--- src/rtl/pwm_pkg.sv ---
// rtl/pwm_pkg.sv - shared widths, state encoding and default parameters for the PWM duty ramp controller
package pwm_pkg;

  // Width of TCR, CCR and the duty command
  localparam int CW = 7;

  // Default build parameters
  localparam int DEF_PERIOD   = 100;
  localparam int DEF_STEP     = 1;
  localparam int DEF_PRESCALE = 1;

  // Ramp controller states
  typedef enum logic [1:0] {
    IDLE = 2'd0,
    RAMP = 2'd1,
    STOP = 2'd2
  } state_t;

endpackage

--- src/rtl/pwm_timebase.sv ---
// rtl/pwm_timebase.sv - free-running PWM timer with optional prescaler (macro PWM_PRESCALE_EN)
module pwm_timebase
  import pwm_pkg::*;
#(
  parameter int PERIOD   = DEF_PERIOD,
  parameter int PRESCALE = DEF_PRESCALE
) (
  input  logic          clk,
  input  logic          rst,
  output logic [CW-1:0] tcr,
  output logic          e,
  output logic          boundary
);

  localparam logic [CW-1:0] TCR_LAST = CW'(PERIOD - 1);

  // Reject parameter values the 7-bit timer and 8-bit prescaler cannot represent
  if (PERIOD < 2 || PERIOD > 127) begin : g_bad_period
    $error("pwm_timebase: PERIOD out of range");
  end
  if (PRESCALE < 1 || PRESCALE > 255) begin : g_bad_prescale
    $error("pwm_timebase: PRESCALE out of range");
  end

  logic tick;

`ifdef PWM_PRESCALE_EN
  localparam logic [7:0] PRE_LAST = 8'(PRESCALE - 1);

  logic [7:0] pre;

  assign tick = (pre == PRE_LAST);

  // Prescale counter: one tick every PRESCALE clocks, wrapping on the tick
  always_ff @(posedge clk) begin
    if (rst) begin
      pre <= 8'd0;
    end else if (tick) begin
      pre <= 8'd0;
    end else begin
      pre <= pre + 8'd1;
    end
  end
`else
  assign tick = 1'b1;
`endif

  // Timer count: advances on each tick, wraps PERIOD-1 -> 0, holds between ticks
  always_ff @(posedge clk) begin
    if (rst) begin
      tcr <= '0;
    end else if (tick) begin
      if (tcr == TCR_LAST) begin
        tcr <= '0;
      end else begin
        tcr <= tcr + 7'd1;
      end
    end
  end

  // E is held for every clock of TCR==0; the boundary is the single last-count tick
  assign e        = (tcr == '0);
  assign boundary = tick && (tcr == TCR_LAST);

endmodule

--- src/rtl/pwm_duty_ramp_ctrl.sv ---
// rtl/pwm_duty_ramp_ctrl.sv - PWM duty ramp sequencer with emergency stop (optional prescaler via PWM_PRESCALE_EN)
module pwm_duty_ramp_ctrl
  import pwm_pkg::*;
#(
  parameter int PERIOD   = DEF_PERIOD,
  parameter int STEP     = DEF_STEP,
  parameter int PRESCALE = DEF_PRESCALE
) (
  input  logic          CLK,
  input  logic          RST,
  input  logic          CMD_VALID,
  output logic          CMD_READY,
  input  logic [CW-1:0] CMD_DUTY,
  input  logic          ESTOP,
  output logic [CW-1:0] TCR,
  output logic          E,
  output logic [CW-1:0] CCR,
  output logic          BUSY,
  output logic          DONE
);

  localparam logic [7:0]    PERIOD8  = 8'(PERIOD);
  localparam logic [7:0]    STEP8    = 8'(STEP);
  localparam logic [CW-1:0] PERIOD_C = CW'(PERIOD);

  if (STEP < 1 || STEP > PERIOD) begin : g_bad_step
    $error("pwm_duty_ramp_ctrl: STEP out of range");
  end

  state_t        state;
  state_t        state_nx;
  logic [CW-1:0] target;
  logic          boundary;
  logic          accept;
  logic          near;
  logic [7:0]    ccr8;
  logic [7:0]    tgt8;
  logic [7:0]    diff8;
  logic [CW-1:0] duty_clamped;

  pwm_timebase #(
    .PERIOD   (PERIOD),
    .PRESCALE (PRESCALE)
  ) u_timebase (
    .clk      (CLK),
    .rst      (RST),
    .tcr      (TCR),
    .e        (E),
    .boundary (boundary)
  );

  // 8-bit arithmetic so CCR+STEP cannot wrap before it is compared or clamped
  assign ccr8         = {1'b0, CCR};
  assign tgt8         = {1'b0, target};
  assign diff8        = (tgt8 >= ccr8) ? (tgt8 - ccr8) : (ccr8 - tgt8);
  assign near         = (diff8 <= STEP8);
  assign duty_clamped = ({1'b0, CMD_DUTY} > PERIOD8) ? PERIOD_C : CMD_DUTY;
  assign accept       = CMD_VALID && CMD_READY;

  // State register
  always_ff @(posedge CLK) begin
    if (RST) begin
      state <= IDLE;
    end else begin
      state <= state_nx;
    end
  end

  // Next-state: ESTOP overrides everything; ramp and stop exits wait for a boundary
  always_comb begin
    state_nx = state;
    if (ESTOP) begin
      state_nx = STOP;
    end else begin
      case (state)
        IDLE: if (accept) state_nx = RAMP;
        RAMP: if (boundary && near) state_nx = IDLE;
        STOP: if (boundary) state_nx = IDLE;
        default: state_nx = IDLE;
      endcase
    end
  end

  // Outputs decoded from state; ready also drops combinationally on ESTOP or reset
  always_comb begin
    CMD_READY = (state == IDLE) && !RST && !ESTOP;
    BUSY      = (state == RAMP);
  end

  // Duty datapath: target capture on accept, CCR slewing once per boundary, DONE pulse
  always_ff @(posedge CLK) begin
    if (RST) begin
      CCR    <= '0;
      target <= '0;
      DONE   <= 1'b0;
    end else if (ESTOP) begin
      CCR    <= '0;
      target <= '0;
      DONE   <= 1'b0;
    end else begin
      DONE <= 1'b0;
      case (state)
        IDLE: begin
          if (accept) begin
            target <= duty_clamped;
          end
        end
        RAMP: begin
          if (boundary) begin
            if (near) begin
              CCR  <= target;
              DONE <= 1'b1;
            end else if (tgt8 > ccr8) begin
              CCR <= CW'(ccr8 + STEP8);
            end else begin
              CCR <= CW'(ccr8 - STEP8);
            end
          end
        end
        STOP: begin
          CCR    <= '0;
          target <= '0;
        end
        default: begin
          CCR    <= '0;
          target <= '0;
        end
      endcase
    end
  end

endmodule

--- config.mk ---
export PLATFORM = sky130hd
export DESIGN_NAME = pwm_duty_ramp_ctrl
export DESIGN_NICKNAME = d
export VERILOG_FILES = /design/src/rtl/pwm_pkg.sv /design/src/rtl/pwm_timebase.sv /design/src/rtl/pwm_duty_ramp_ctrl.sv
export SDC_FILE = /design/constraint.sdc
export NUM_CORES = 1
export LEC_CHECK = 0
export CAP_MARGIN = 5
export CELL_PAD_IN_SITES_DETAIL_PLACEMENT = 0
export CELL_PAD_IN_SITES_GLOBAL_PLACEMENT = 1
export CORE_ASPECT_RATIO = 2
export CORE_MARGIN = 5
export CORE_UTILIZATION = 40
export CTS_CLUSTER_DIAMETER = 40
export CTS_CLUSTER_SIZE = 12
export DETAILED_ROUTE_END_ITERATION = 10
export PLACE_DENSITY_LB_ADDON = 0.1
export REMOVE_ABC_BUFFERS = 1
export SETUP_SLACK_MARGIN = 0.3
export SLEW_MARGIN = 10
export SYNTH_ARGS = -nofsm -noshare
export SYNTH_HDL_FRONTEND = slang
export SYNTH_SLANG_ARGS = --single-unit
--- constraint.sdc ---
create_clock -name CLK -period 4.1 [get_ports CLK]
set_clock_uncertainty 0.15 [all_clocks]
set_input_delay 0.82 -clock CLK [delete_from_list [all_inputs] [get_ports CLK]]
set_output_delay 0.82 -clock CLK [all_outputs]
set_load 0.03 [all_outputs]
**Word-level counts from Yosys, hierarchy flattened**

Index checks and enable logic that the tools add are counted.

- Add/subtract/negate cells: 5
- Order comparisons: 4
- Equality and inequality tests: 10
- Mux-type cells: 14
- Bitwise operators: 3
- Reduce and logical (&&, ||, !) cells: 15

Operators by type and width:

| operator | number |
|---|---|
| two-way mux 7 bit | 5 |
| case mux 7 bit (2 select lines) | 2 |
| subtractor 7 x 7 -> 8 bit | 2 |
| adder 7 x 1 -> 7 bit (second input constant) | 2 |
| less-or-equal comparator 8 x 1 -> 1 bit (second input constant) | 1 |
| two-way mux 2 bit | 4 |
| two-way mux 8 bit | 1 |
| equality test 7 bit (second input constant) | 1 |
| >= comparator 7 bit | 1 |
| > comparator 7 bit | 1 |
| > comparator 7 bit (second input constant) | 1 |
| zero test 7 bit | 1 |
| subtractor 7 x 1 -> 7 bit (second input constant) | 1 |
| inequality test 3 bit (second input constant) | 2 |
| case mux 2 bit (3 select lines) | 1 |
| AND reduction 3 bit | 2 |
| logical AND 1 bit | 4 |
| inequality test 2 x 1 -> 1 bit (second input constant) | 2 |
| inequality test 2 bit (second input constant) | 2 |
| AND reduction 2 bit | 2 |
| OR reduction 2 bit | 2 |
| OR reduction 4 bit | 1 |
| inequality test 3 x 2 -> 1 bit (second input constant) | 1 |
| inverter 1 bit | 3 |
| 5 further kinds | 6 |

- Flip-flop bits (word level): 24
- Output and inout bits: 18

**Depth between registers and ports, before layout**

- Depth after elaboration: 7
- Mapped depth: 16
- Gate-level depth less buffers: 16

**Hierarchy**

Synthesis repeated with hierarchy kept, for this count alone.

- Cells, all modules: 250
- Area total of the unflattened synthesis: 2072.0 µm²

By module, submodules not included:

| module | instances | cells an instance | area each (µm²) | seq. area each (µm²) |
|---|---|---|---|---|
| pwm_duty_ramp_ctrl | 1 | 215 | 1746.7 | 340.3 |
| pwm_timebase | 1 | 35 | 325.3 | 140.1 |

**Worst setup path before layout**

No wires, ideal clock.

- Kind: register to register
- Start point: register CCR[0]
- End point: register CCR[6]
- Setup time: 0.124 ns
- Arrival: 3.429 ns
- Setup slack: 0.397 ns
- Stages on the path, launching flop included: 16
- Path buffers: 0
- Cell sequence: dfxtp_1 -> ha_1 -> inv_1 -> fa_1 -> a211o_1 -> o211ai_1 -> nor2_1 -> o22ai_1 -> ha_1 -> a211oi_1 -> o21bai_1 -> a21oi_1 -> xnor2_1 -> xnor2_1 -> mux2i_1 -> o21ai_1

- Word-level cells in the longest chain between the ends: 6

RTL lines:

| element | line | text |
|---|---|---|
| start, declared | pwm_duty_ramp_ctrl.sv:17 | `output logic [CW-1:0] CCR,` |
| start signal, assigned | pwm_duty_ramp_ctrl.sv:111 | `CCR <= target;` |
| start signal, assigned | pwm_duty_ramp_ctrl.sv:114 | `CCR <= CW'(ccr8 + STEP8);` |
| start signal, assigned | pwm_duty_ramp_ctrl.sv:116 | `CCR <= CW'(ccr8 - STEP8);` |
| subtractor 7 x 7 -> 8 bit / >= comparator 7 bit (equally long branches) | pwm_duty_ramp_ctrl.sv:55 | `assign diff8 = (tgt8 >= ccr8) ? (tgt8 - ccr8) : (ccr8 - tgt8);` |
| two-way mux 8 bit | pwm_duty_ramp_ctrl.sv:55 |  |
| less-or-equal comparator 8 x 1 -> 1 bit | pwm_duty_ramp_ctrl.sv:56 | `assign near = (diff8 <= STEP8);` |
| two-way mux 7 bit * | pwm_duty_ramp_ctrl.sv:110 | `if (near) begin` |
| two-way mux 7 bit * | pwm_duty_ramp_ctrl.sv:109 | `if (boundary) begin` |
| case mux 7 bit (2 select lines) * | pwm_duty_ramp_ctrl.sv:102 | `case (state)` |

Every way passes the cells marked *; elsewhere a longest branch is shown, timed or not. The select of a mux whose other input is x is not followed.
A chain may end at the register's enable or synchronous reset.

**Worst setup path after layout**

- Start point: input RST
- End point: output CMD_READY

- Word-level cells in the longest chain between the ends: 3

RTL lines:

| element | line | text |
|---|---|---|
| start, declared | pwm_duty_ramp_ctrl.sv:10 | `input logic RST,` |
| zero test 1 bit | pwm_duty_ramp_ctrl.sv:86 | `CMD_READY = (state == IDLE) && !RST && !ESTOP;` |
| logical AND 1 bit (2 in a row) | pwm_duty_ramp_ctrl.sv:86 |  |
| end, declared | pwm_duty_ramp_ctrl.sv:12 | `output logic CMD_READY,` |

Every way passes these cells.

==> out/qor.yml <==
required_ns: 3.13
async_flop_share: 0
placementRows: 35
p_int_uw: 384
cts_root_buffer: "clkbuf_8"
gp_congestion: 0.886
cts_tree: "built"
dp_hpwl_mm: 4.30
clk_pin_slew_ns: 0.08
synth_edf_count: 0
path_common_cell: "clkdlybuf4s50_1"
maxSlewHeadroom: 0.536
ys_ff_latch: 24
die_h_microns: 107
netSwitchingFraction: 0.284
totalWireLength_mm: 5.15
drtPass1Iterations: 4
path_cells: "clkdlybuf4s50_1 -> or3_1 -> nor2_1 -> clkdlybuf4s50_1"
via_count: 1708
wl_per_cell_microns: 16.3
place_area_sq_mm: 0.00222
synth_area_per_cell_sq_um: 8.18
drive_gt1_frac: 0.0692
design.die.area_sq_mm: 0.00631
areaGrowthSynthToFinish_pct: 20.3
clock_latency_ns: 0.26
die_x_microns: 58.7
postCtsSetupBuffers: 0
syn_area_sq_mm: 0.00190
cts_buffer_depth: 2
path_class: "input pin to primary output"
htreeDepth: 1
antenna_found_initial: 0
whs_ns: 0.348
cts.sinks: 24
core_area_sq_mm: 0.00460
fillerInstances: 488
critPathMaxStageDelay_ns: 0.68
antenna_left: 0
start_util: 0.413
vias_per_cell: 5.42
portBuffers: 28
grt_overflow: 0
end_kind: "primary output"
crit_fanout: 7
startpoint_type: "input pin"
rsz0062_at_grt: "no"
dp_cells: 311
p_comb_frac: 0.249
hold_viol_final: 0
critPathTopFamily: "buffers and inverters"
critical_path_buf_inv_count: 2
seq_power_share: 0.455
grt_pass1_vias: 1829
max_freq_mhz: 283
power_frac_clock: 0.297
outcome: "finished clean"
drc: 0
irDropWorstVdd_v: 0.000238
finalSetupTns_ns: 0
stdcell_count: 315
power.leakage_nw: 0.892
tightest_slew_ns: 0.696
hold_class: "flop to flop"
p_sw_uw: 152
fin_crit_sh: 0.863
maxSlewViolCount: 0
synth_cell_types: 51
totalPowerFinal_uw: 537
cp_slowest_cell: "clkdlybuf4s50_1"
antennaDiodeCount: 0
setup_violations: 0
grt_start_max_net_pins: 14
critical_path_arrival_ns: 2.57
groute.usage.overall: 0.178
p_per_area_mw_per_mm2: 235
synth-main-ff-cell: "dfxtp_1"
final_area_sq_mm: 0.00228
fin_crit_ns: 3.54
max-cap-violations: 0
cts_buffers: 3
io_pins: 29
first_iter_violations: 56
nets: 296
grt_pass1_wl_mm: 8.60
seq_area_frac_synth: 0.253
ys_warn_count: 0
synthCells: 232
-- power groups by stage --
stage          Sequential, mW  Combinational, mW  Clock, mW
2_1_floorplan           0.253             0.0862          0
3_3_place_gp            0.250              0.133          0
3_5_place_dp            0.250              0.134          0
4_1_cts                 0.244              0.134      0.163
5_1_grt                 0.245              0.148      0.171
6_report                0.244              0.133      0.159
-- cells in the final DEF (no fill, tap or decap), drive strengths merged, types with 2 or more instances in the layout --
master and n:
o21ai 12, nor3 6, a31oi 2, o311ai 2, or2 2, ha 21, xor2 4, and4 2
o21a 2, nand3 5, a21o 2, a211oi 2, nand2 11, nor2 31, nand3b 2, buf 2
xnor2 9, a21oi 17, nor2b 2, a221oi 2, o21bai 3, nor4 2, nand4 2, a22oi 4
clkbuf 4, o31ai 2, clkdlybuf4s50 28, inv 26, o22ai 2, fa 3, dfxtp 24, mux2i 8
a211o 2
-- worst register-to-register path: cells and delay by family, from the launching register on --
kind	cells	cell delay, ns
multiplexers	1	0.09
XOR/XNOR	2	0.29
AND/OR/NAND/NOR	1	0.07
flip-flops	1	0.46
AO/OA/AOI/OAI	7	1.22
adder cells (fa/ha/maj)	3	0.89
buffers and inverters	2	0.24
-- metal layers --
metal | up-vias | GRT usage | wire length [microns]
met2 | 32 | 0.360 | 3090
met1 | 803 | 0.174 | 1800
met3 | 8 | 0.0168 | 124
li1 | 865 | - | -
met5 | - | 0 | 0
met4 | 0 | 0.0665 | 128
-- sequential cells by signal, indices dropped and copies added, names as in the netlist --
name	cells
CCR	7
DONE	1
state	2
target	7
u_timebase.tcr	7
-- synthesized netlist by cell type (2+ instances only) --
cell type / instances / share of area
a211o_1: 2 / 0.0092
fa_1: 3 / 0.032
o31ai_1: 2 / 0.0079
a211oi_1: 2 / 0.0079
clkbuf_1: 2 / 0.0040
nor2b_1: 2 / 0.0066
nand4_1: 2 / 0.0066
xor2_1: 4 / 0.018
nand3b_1: 2 / 0.0079
nand3_1: 5 / 0.013
buf_2: 2 / 0.0053
nor2_1: 31 / 0.061
o21bai_1: 3 / 0.012
mux2i_1: 8 / 0.042
o311ai_0: 2 / 0.0092
inv_1: 25 / 0.049
o21ai_1: 8 / 0.021
a21o_1: 2 / 0.0079
xnor2_1: 9 / 0.042
buf_6: 2 / 0.012
nor3_1: 6 / 0.016
a22oi_1: 4 / 0.016
a221oi_1: 2 / 0.0092
ha_1: 21 / 0.14
o21a_1: 2 / 0.0079
dfxtp_1: 24 / 0.25
a31oi_1: 2 / 0.0066
o21ai_0: 4 / 0.011
a21oi_1: 16 / 0.042
nand2_1: 11 / 0.022
nor4_2: 2 / 0.013
-- cell families (layout without fill, tap and decap cells) --
| group | count (synthesis) | in the layout | share of synthesized area |
|---|---|---|---|
| AOI/OAI and AO/OA | 60 | 60 | 0.215 |
| muxes | 8 | 8 | 0.0422 |
| DFF | 24 | 24 | 0.253 |
| and+or+nand+nor | 71 | 71 | 0.187 |
| buffers and inverters | 32 | 60 | 0.0725 |
| xor gates and xnor gates | 13 | 13 | 0.0600 |
| adders and majority gates | 24 | 24 | 0.170 |
-- what timing repair did --
item                                   4_1_cts  5_1_grt
setup endpoints to repair                    0        1
gates resized for setup                      0        2
hold buffers                                 0        0
endpoints found under the hold margin        0        0
-- final cells by class --
cell class,instances,area (sq um),area share
multi-input cells,176,1280,0.563
flip-flops and latches,24,482,0.211
inverters,26,97.6,0.0427
repair buffers,30,295,0.129
well taps,55,68.8,0.0301
clock buffers,4,55.1,0.0241
-- per-stage QoR --
stage | setup slack (ns) | utilization
after CTS | 0.508 | 0.495
after global routing | 0.371 | 0.497
after global placement | 0.579 | 0.483
after floorplan | 0.396 | -
final | 0.563 | 0.497
after detailed placement | 0.542 | 0.483
-- worst paths after layout --
path / from / cells after the start / to / slack (ns)
setup / recovery: RST / 4 / CMD_READY / 0.56
hold / removal: CCR[6] / 2 / CCR[6] / 0.35
setup reg to reg: CCR[0] / 16 / CCR[6] / 0.63
hold reg to reg: CCR[6] / 2 / CCR[6] / 0.35
No activity file was read; power rests on OpenSTA's default activity.
